===== config.mk =====
export PLATFORM = sky130hd
export DESIGN_NAME = riscv_core_csr_file
export DESIGN_NICKNAME = d
export VERILOG_FILES = /design/src/rtl/riscv_core_csr_pkg.sv /design/src/rtl/riscv_core_csr_counter.sv /design/src/rtl/riscv_core_csr_file.sv
export SDC_FILE = /design/constraint.sdc
export NUM_CORES = 1
export LEC_CHECK = 0
export BUFFER_PORTS_ARGS = -buffer_cell sky130_fd_sc_hd__buf_2
export CORE_AREA = 2 2 184 186
export DETAILED_ROUTE_END_ITERATION = 10
export DIE_AREA = 0 0 186 188
export PLACE_DENSITY = 0.84
export SLEW_MARGIN = 0
export SYNTH_ARGS = -nofsm -noshare
export SYNTH_HDL_FRONTEND = slang
export SYNTH_SLANG_ARGS = --single-unit

===== constraint.sdc =====
create_clock -name i_clk -period 26.6 [get_ports i_clk]
set_clock_uncertainty 0.05 [all_clocks]
set_input_delay 5.32 -clock i_clk [delete_from_list [all_inputs] [get_ports i_clk]]
set_output_delay 5.32 -clock i_clk [all_outputs]
set_load 0.1 [all_outputs]

===== src/rtl/riscv_core_csr_pkg.sv =====
// Shared constants for the machine-mode CSR file: addresses, trap causes,
// CSR op encodings and mstatus bit positions.
package riscv_core_csr_pkg;

  localparam logic [11:0] CSR_MSTATUS  = 12'h300;
  localparam logic [11:0] CSR_MISA     = 12'h301;
  localparam logic [11:0] CSR_MIE      = 12'h304;
  localparam logic [11:0] CSR_MTVEC    = 12'h305;
  localparam logic [11:0] CSR_MSCRATCH = 12'h340;
  localparam logic [11:0] CSR_MEPC     = 12'h341;
  localparam logic [11:0] CSR_MCAUSE   = 12'h342;
  localparam logic [11:0] CSR_MTVAL    = 12'h343;
  localparam logic [11:0] CSR_MIP      = 12'h344;
  localparam logic [11:0] CSR_MCYCLE   = 12'hB00;
  localparam logic [11:0] CSR_MINSTRET = 12'hB02;
  localparam logic [11:0] CSR_MHARTID  = 12'hF14;

  // Interrupt codes double as the mie/mip bit positions.
  localparam logic [3:0] IRQ_MSI = 4'd3;
  localparam logic [3:0] IRQ_MTI = 4'd7;
  localparam logic [3:0] IRQ_MEI = 4'd11;

  localparam logic [63:0] CAUSE_MSI     = 64'h8000_0000_0000_0003;
  localparam logic [63:0] CAUSE_MTI     = 64'h8000_0000_0000_0007;
  localparam logic [63:0] CAUSE_MEI     = 64'h8000_0000_0000_000B;
  localparam logic [63:0] CAUSE_ILLEGAL = 64'd2;
  localparam logic [63:0] CAUSE_BREAK   = 64'd3;
  localparam logic [63:0] CAUSE_ECALL_M = 64'd11;

  localparam int MST_MIE    = 3;
  localparam int MST_MPIE   = 7;
  localparam int MST_MPP_LO = 11;
  localparam int MST_MPP_HI = 12;

  typedef enum logic [2:0] {
    CSR_NONE = 3'b000,
    CSR_RW   = 3'b001,
    CSR_RS   = 3'b010,
    CSR_RC   = 3'b011,
    CSR_RWI  = 3'b101,
    CSR_RSI  = 3'b110,
    CSR_RCI  = 3'b111
  } csr_op_e;

endpackage


===== src/rtl/riscv_core_csr_counter.sv =====
// Free-running counter with an increment enable and a direct load that
// takes precedence over the increment.
module riscv_core_csr_counter #(
  parameter int W = 64
) (
  input  logic         i_clk,
  input  logic         i_rst,
  input  logic         i_inc,
  input  logic         i_we,
  input  logic [W-1:0] i_wdata,
  output logic [W-1:0] o_count
);

  logic [W-1:0] cnt_q, cnt_d;

  always_comb begin
    cnt_d = cnt_q;
    if (i_we)       cnt_d = i_wdata;
    else if (i_inc) cnt_d = cnt_q + {{(W-1){1'b0}}, 1'b1};
  end

  always_ff @(posedge i_clk or posedge i_rst) begin
    if (i_rst) cnt_q <= '0;
    else       cnt_q <= cnt_d;
  end

  assign o_count = cnt_q;

endmodule


===== src/rtl/riscv_core_csr_file.sv =====
// M-mode CSR file and trap sequencer. mcycle/minstret exist only when
// RISCV_CSR_COUNTERS_EN is defined; otherwise they read 0 and ignore writes.
module riscv_core_csr_file
  import riscv_core_csr_pkg::*;
#(
  parameter int              XLEN     = 64,
  parameter logic [XLEN-1:0] HART_ID  = '0,
  parameter logic [XLEN-1:0] MISA_VAL = 64'h8000_0000_0014_1105
) (
  input  logic            i_clk,
  input  logic            i_rst,
  input  logic            i_csr_valid,
  input  logic            i_csr_ecall,
  input  logic            i_csr_ebreak,
  input  logic            i_csr_mret,
  input  logic            i_csr_wen,
  input  logic            i_csr_illegal,
  input  logic [2:0]      i_csr_funct3,
  input  logic [11:0]     i_csr_addr,
  input  logic [4:0]      i_csr_rs1_idx,
  input  logic [XLEN-1:0] i_csr_rs1_data,
  input  logic [XLEN-1:0] i_csr_pc,
  input  logic [XLEN-1:0] i_csr_tval,
  input  logic            i_csr_retire,
  input  logic            i_csr_irq_ext,
  input  logic            i_csr_irq_timer,
  input  logic            i_csr_irq_soft,
  output logic [XLEN-1:0] o_csr_rdata,
  output logic            o_csr_illegal,
  output logic            o_csr_trap,
  output logic            o_csr_redirect,
  output logic [XLEN-1:0] o_csr_redirect_pc
);

  logic            mst_mie_q, mst_mie_d, mst_mpie_q, mst_mpie_d;
  logic            meie_q, meie_d, mtie_q, mtie_d, msie_q, msie_d;
  logic [XLEN-1:0] mtvec_q, mtvec_d, mscratch_q, mscratch_d, mepc_q, mepc_d;
  logic [XLEN-1:0] mcause_q, mcause_d, mtval_q, mtval_d;
  logic [XLEN-1:0] mcycle, minstret;

  logic            csr_op, wr_attempt, addr_ok, addr_ro, csr_ill, wr_en;
  logic [XLEN-1:0] old_val, src, new_val;
  logic            p_e, p_t, p_s, ill, ebreak_v, ecall_v, trap, mret_take, is_irq;
  logic [3:0]      irq_code;
  logic [XLEN-1:0] cause, tval_sel, tvec_base, trap_pc;

  assign csr_op     = i_csr_valid & i_csr_wen & (i_csr_funct3 != CSR_NONE);
  // RS/RC with a zero source register/immediate is a pure read.
  assign wr_attempt = csr_op & ((i_csr_funct3[1:0] == 2'b01) | (i_csr_rs1_idx != 5'd0));
  assign src        = i_csr_funct3[2] ? {{(XLEN-5){1'b0}}, i_csr_rs1_idx} : i_csr_rs1_data;

  always_comb begin
    old_val = '0;
    addr_ok = 1'b1;
    addr_ro = 1'b0;
    case (i_csr_addr)
      CSR_MSTATUS: begin
        old_val[MST_MIE]               = mst_mie_q;
        old_val[MST_MPIE]              = mst_mpie_q;
        old_val[MST_MPP_HI:MST_MPP_LO] = 2'b11;
      end
      CSR_MISA:    begin old_val = MISA_VAL; addr_ro = 1'b1; end
      CSR_MHARTID: begin old_val = HART_ID;  addr_ro = 1'b1; end
      CSR_MIE: begin
        old_val[IRQ_MEI] = meie_q;
        old_val[IRQ_MTI] = mtie_q;
        old_val[IRQ_MSI] = msie_q;
      end
      CSR_MIP: begin
        old_val[IRQ_MEI] = i_csr_irq_ext;
        old_val[IRQ_MTI] = i_csr_irq_timer;
        old_val[IRQ_MSI] = i_csr_irq_soft;
        addr_ro          = 1'b1;
      end
      CSR_MTVEC:    old_val = mtvec_q;
      CSR_MSCRATCH: old_val = mscratch_q;
      CSR_MEPC:     old_val = mepc_q;
      CSR_MCAUSE:   old_val = mcause_q;
      CSR_MTVAL:    old_val = mtval_q;
      CSR_MCYCLE:   old_val = mcycle;
      CSR_MINSTRET: old_val = minstret;
      default:      addr_ok = 1'b0;
    endcase
  end

  always_comb begin
    case (i_csr_funct3[1:0])
      2'b01:   new_val = src;
      2'b10:   new_val = old_val | src;
      2'b11:   new_val = old_val & ~src;
      default: new_val = old_val;
    endcase
  end

  assign csr_ill  = csr_op & (~addr_ok | (addr_ro & wr_attempt));
  assign p_e      = i_csr_valid & mst_mie_q & meie_q & i_csr_irq_ext;
  assign p_s      = i_csr_valid & mst_mie_q & msie_q & i_csr_irq_soft;
  assign p_t      = i_csr_valid & mst_mie_q & mtie_q & i_csr_irq_timer;
  assign ill      = i_csr_valid & (i_csr_illegal | csr_ill);
  assign ebreak_v = i_csr_valid & i_csr_ebreak;
  assign ecall_v  = i_csr_valid & i_csr_ecall;
  assign trap      = p_e | p_s | p_t | ill | ebreak_v | ecall_v;
  assign mret_take = i_csr_valid & i_csr_mret & ~trap;
  assign wr_en     = wr_attempt & ~trap & ~mret_take;

  always_comb begin
    cause    = CAUSE_ECALL_M;
    irq_code = '0;
    is_irq   = 1'b0;
    tval_sel = '0;
    if (p_e)           begin cause = CAUSE_MEI; irq_code = IRQ_MEI; is_irq = 1'b1; end
    else if (p_s)      begin cause = CAUSE_MSI; irq_code = IRQ_MSI; is_irq = 1'b1; end
    else if (p_t)      begin cause = CAUSE_MTI; irq_code = IRQ_MTI; is_irq = 1'b1; end
    else if (ill)      begin cause = CAUSE_ILLEGAL; tval_sel = i_csr_tval; end
    else if (ebreak_v) begin cause = CAUSE_BREAK;   tval_sel = i_csr_pc;   end
  end

  // Only interrupts are vectored; exceptions always land on the base.
  assign tvec_base = {mtvec_q[XLEN-1:2], 2'b00};
  assign trap_pc   = (mtvec_q[0] & is_irq) ?
                     tvec_base + {{(XLEN-6){1'b0}}, irq_code, 2'b00} : tvec_base;

  always_comb begin
    mst_mie_d  = mst_mie_q;  mst_mpie_d = mst_mpie_q;
    meie_d     = meie_q;     mtie_d     = mtie_q;     msie_d = msie_q;
    mtvec_d    = mtvec_q;    mscratch_d = mscratch_q; mepc_d = mepc_q;
    mcause_d   = mcause_q;   mtval_d    = mtval_q;
    if (trap) begin
      mepc_d     = i_csr_pc & ~{{(XLEN-1){1'b0}}, 1'b1};
      mcause_d   = cause;
      mtval_d    = tval_sel;
      mst_mpie_d = mst_mie_q;
      mst_mie_d  = 1'b0;
    end else if (mret_take) begin
      mst_mie_d  = mst_mpie_q;
      mst_mpie_d = 1'b1;
    end else if (wr_en) begin
      case (i_csr_addr)
        CSR_MSTATUS: begin mst_mie_d = new_val[MST_MIE]; mst_mpie_d = new_val[MST_MPIE]; end
        CSR_MIE: begin
          meie_d = new_val[IRQ_MEI]; mtie_d = new_val[IRQ_MTI]; msie_d = new_val[IRQ_MSI];
        end
        CSR_MTVEC:    mtvec_d    = new_val[1] ? {new_val[XLEN-1:2], 2'b00} : new_val;
        CSR_MSCRATCH: mscratch_d = new_val;
        CSR_MEPC:     mepc_d     = new_val & ~{{(XLEN-1){1'b0}}, 1'b1};
        CSR_MCAUSE:   mcause_d   = new_val;
        CSR_MTVAL:    mtval_d    = new_val;
        default: ;
      endcase
    end
  end

  always_ff @(posedge i_clk or posedge i_rst) begin
    if (i_rst) begin
      mst_mie_q <= 1'b0; mst_mpie_q <= 1'b0;
      meie_q    <= 1'b0; mtie_q     <= 1'b0; msie_q <= 1'b0;
      mtvec_q   <= '0;   mscratch_q <= '0;   mepc_q <= '0;
      mcause_q  <= '0;   mtval_q    <= '0;
    end else begin
      mst_mie_q <= mst_mie_d; mst_mpie_q <= mst_mpie_d;
      meie_q    <= meie_d;    mtie_q     <= mtie_d;     msie_q <= msie_d;
      mtvec_q   <= mtvec_d;   mscratch_q <= mscratch_d; mepc_q <= mepc_d;
      mcause_q  <= mcause_d;  mtval_q    <= mtval_d;
    end
  end

`ifdef RISCV_CSR_COUNTERS_EN
  riscv_core_csr_counter #(.W(XLEN)) u_mcycle (
    .i_clk   (i_clk),
    .i_rst   (i_rst),
    .i_inc   (1'b1),
    .i_we    (wr_en & (i_csr_addr == CSR_MCYCLE)),
    .i_wdata (new_val),
    .o_count (mcycle)
  );
  riscv_core_csr_counter #(.W(XLEN)) u_minstret (
    .i_clk   (i_clk),
    .i_rst   (i_rst),
    .i_inc   (i_csr_valid & i_csr_retire & ~trap),
    .i_we    (wr_en & (i_csr_addr == CSR_MINSTRET)),
    .i_wdata (new_val),
    .o_count (minstret)
  );
`else
  logic unused_retire;
  assign unused_retire = i_csr_retire;
  assign mcycle        = '0;
  assign minstret      = '0;
`endif

  assign o_csr_rdata       = i_rst ? '0 : old_val;
  assign o_csr_illegal     = ~i_rst & csr_ill;
  assign o_csr_trap        = ~i_rst & trap;
  assign o_csr_redirect    = ~i_rst & (trap | mret_take);
  assign o_csr_redirect_pc = i_rst ? '0 : trap ? trap_pc : mret_take ? mepc_q : '0;

endmodule


==> impl_metrics.ini <==
[floorplanning]
die-height_um = 188
io_pins = 355
die_w_um = 186
core-area_um2 = 33100
rows = 67
start_util_pct = 61.1
fp.dieArea_um2 = 35000

[critical_path]
cp-end-kind = primary output
worst-path-max-fanout = 66
start_kind = input pin
worst-setup-path-type = in2out
critPathRequiredTime_ns = 21.23
critPathArrivalTime_ns = 10.32

[pwr]
leakagePower_uw = 0.0103
peakVddDrop_mv = 0.0393
p_per_area_nw_per_um2 = 53.6
p_total_uw = 1250

[min_path]
hold_class = reg2reg

[clock_network]
clkLatencyLatePin_ns = 0.53
cts.htree.levels = 2
cts_tree = built
post_cts.repair.setup_buffers = 0
cts_sinks = 323
cts.reportedPaths.clkPinSlew_ns = 0.06
cts_resized = 0
hold_buffers = 0
ctsRootBufferMaster = clkbuf_16
cts_buffer_depth = 3
cts_buffers = 36

[final_layout]
final_cell_mix = buf_2, dfrtp_1, nand2_1
antenna_cells = 0
register_area_um2 = 8080
drive_gt1_share_pct = 19.0
fillers = 2554
layout_commonest_cell = buf_2
multi_input_area_um2 = 11300
fin_nets = 2860
utilization_pct = 70.7
area_growth_syn_to_layout_pct = 15.8

[synthesis]
yosysSeqAreaShare_pct = 40.0
syn_inst = 2413
synthArstFlopShare_pct = 100
synth_area_um2 = 20200
synth_fp_nets = 2642
synth-edff-count = 0
ys_ff_latch = 323
avgSynthCellArea_um2 = 8.38
ys.flop_type = dfrtp_1
synth_cell_types = 70
yosys_warnings = 0

[routing]
ant_nets = 0
via_per_inst = 6.98
routed_wl_mm = 77.0
drt_iter0_drc = 2806
drc = 0
vias = 21700
wire_per_inst_um = 24.8
dr.pass1.iters = 6

[run]
drv_cap = 0

[grt]
antenna_found_initial = 0
overflow = 0
grt_pass1_wl_mm = 117
grt_pass1_vias = 21100
grt_max_degree = 126
track_usage_pct = 43.5

[sta]
maxSlewHeadroom_pct = 3.47
tns_ns = 0
fmax_ghz = 0.0637
tightest_slew_ns = 1.41
setup_viol = 0
rsz0062_at_grt = false
post-route-period-util_pct = 59.0
period_needed_ns = 15.69
hold_violations = 0
report.final.slew_viol_count = 0

[placement]
io_buffers = 352
finalWeightedCongestion = 0.945
dp_hpwl_mm = 47.5

[outcome]
outcome = finished, final reports clean
-- cells by family after synthesis --
| group | synth area share [%] |
|---|---|
| buffers and inverters | 4.96 |
| adder cells (fa/ha/maj) | 0.347 |
| multiplexers | 4.20 |
| AND/OR/NAND/NOR | 18.8 |
| AO/OA/AOI/OAI | 28.8 |
| other | 0.0185 |
| XOR/XNOR | 2.90 |
| flip-flops | 40.0 |
-- metrics by stage --
stage	setup slack, ns	hold WS, ns	cells	cell area, um^2
after global placement	11.16	0.404	3041	22100
after global routing	10.88	0.449	3106	23400
final	10.91	0.426	3106	23400
after CTS	11.11	0.427	3106	23400
after floorplan	5.11	0.392	2413	20200
after detailed placement	11.13	0.414	3041	22100
-- worst max-delay path, stage by stage --
cell,delay [ns]
buf_4,0.71
nor2b_1,0.56
nand4_1,0.40
a21oi_1,0.31
o21ai_1,0.16
nand2_4,0.64
nand2_1,0.73
inv_1,0.18
buf_4,0.49
a22o_1,0.29
buf_2,0.45
-- path summary, 6_finish.rpt --
| path | startpoint | to | slack, ns | cells after the start |
|---|---|---|---|---|
| hold reg to reg | mscratch_q[26] | mscratch_q[26] | 0.43 | 2 |
| hold / removal | mscratch_q[26] | mscratch_q[26] | 0.43 | 2 |
| setup / recovery | i_csr_addr[0] | o_csr_redirect_pc[38] | 10.91 | 11 |
| max in group asynchronous | i_rst | mcause_q[22] | 19.23 | 4 |
| setup reg to reg | meie_q | mscratch_q[8] | 21.86 | 9 |
| min in group asynchronous | i_rst | mcause_q[11] | 5.17 | 2 |
-- Yosys cell counts (54+ instances only) --
master,count,area (um^2)
clkbuf_1,156,586
nand2_1,305,1140
nor2_1,187,702
nand3_1,80,400
nand2b_1,54,338
o211ai_1,56,420
dfrtp_1,323,8080
mux2i_1,69,691
a22oi_1,57,428
a21oi_1,131,656
a22o_1,73,639
o21ai_0,279,1400
o21a_1,57,428
-- routing by layer --
layer	up-vias	GRT usage, %	part of all wire [%]
met4	0	25.2	5.9
met3	387	11.0	14
met1	10200	57.8	36
met2	1779	64.5	44
met5	-	0	0
li1	9304	-	-
-- state kept, by name (all words and copies together), names as in the netlist --
name        count
mepc_q         63
mcause_q       64
mst_mie_q       1
meie_q          1
mtie_q          1
msie_q          1
mst_mpie_q      1
mtval_q        64
mtvec_q        63
mscratch_q     64
-- final cells by class --
| cell class | instances | share of cell area (%) |
|---|---|---|
| sequential | 323 | 34.5 |
| tap | 448 | 2.39 |
| timing repair buffer | 396 | 8.96 |
| clock inverter | 18 | 1.11 |
| inverter | 28 | 0.481 |
| clock buffer | 47 | 4.28 |
| multi-input combinational | 1846 | 48.3 |
-- where the power goes --
group	internal, uW	total, uW	switching [uW]
logic	58.7	185	126
registers	514	531	16.6
clock network	325	539	213
No activity file was read; power rests on OpenSTA's default activity.
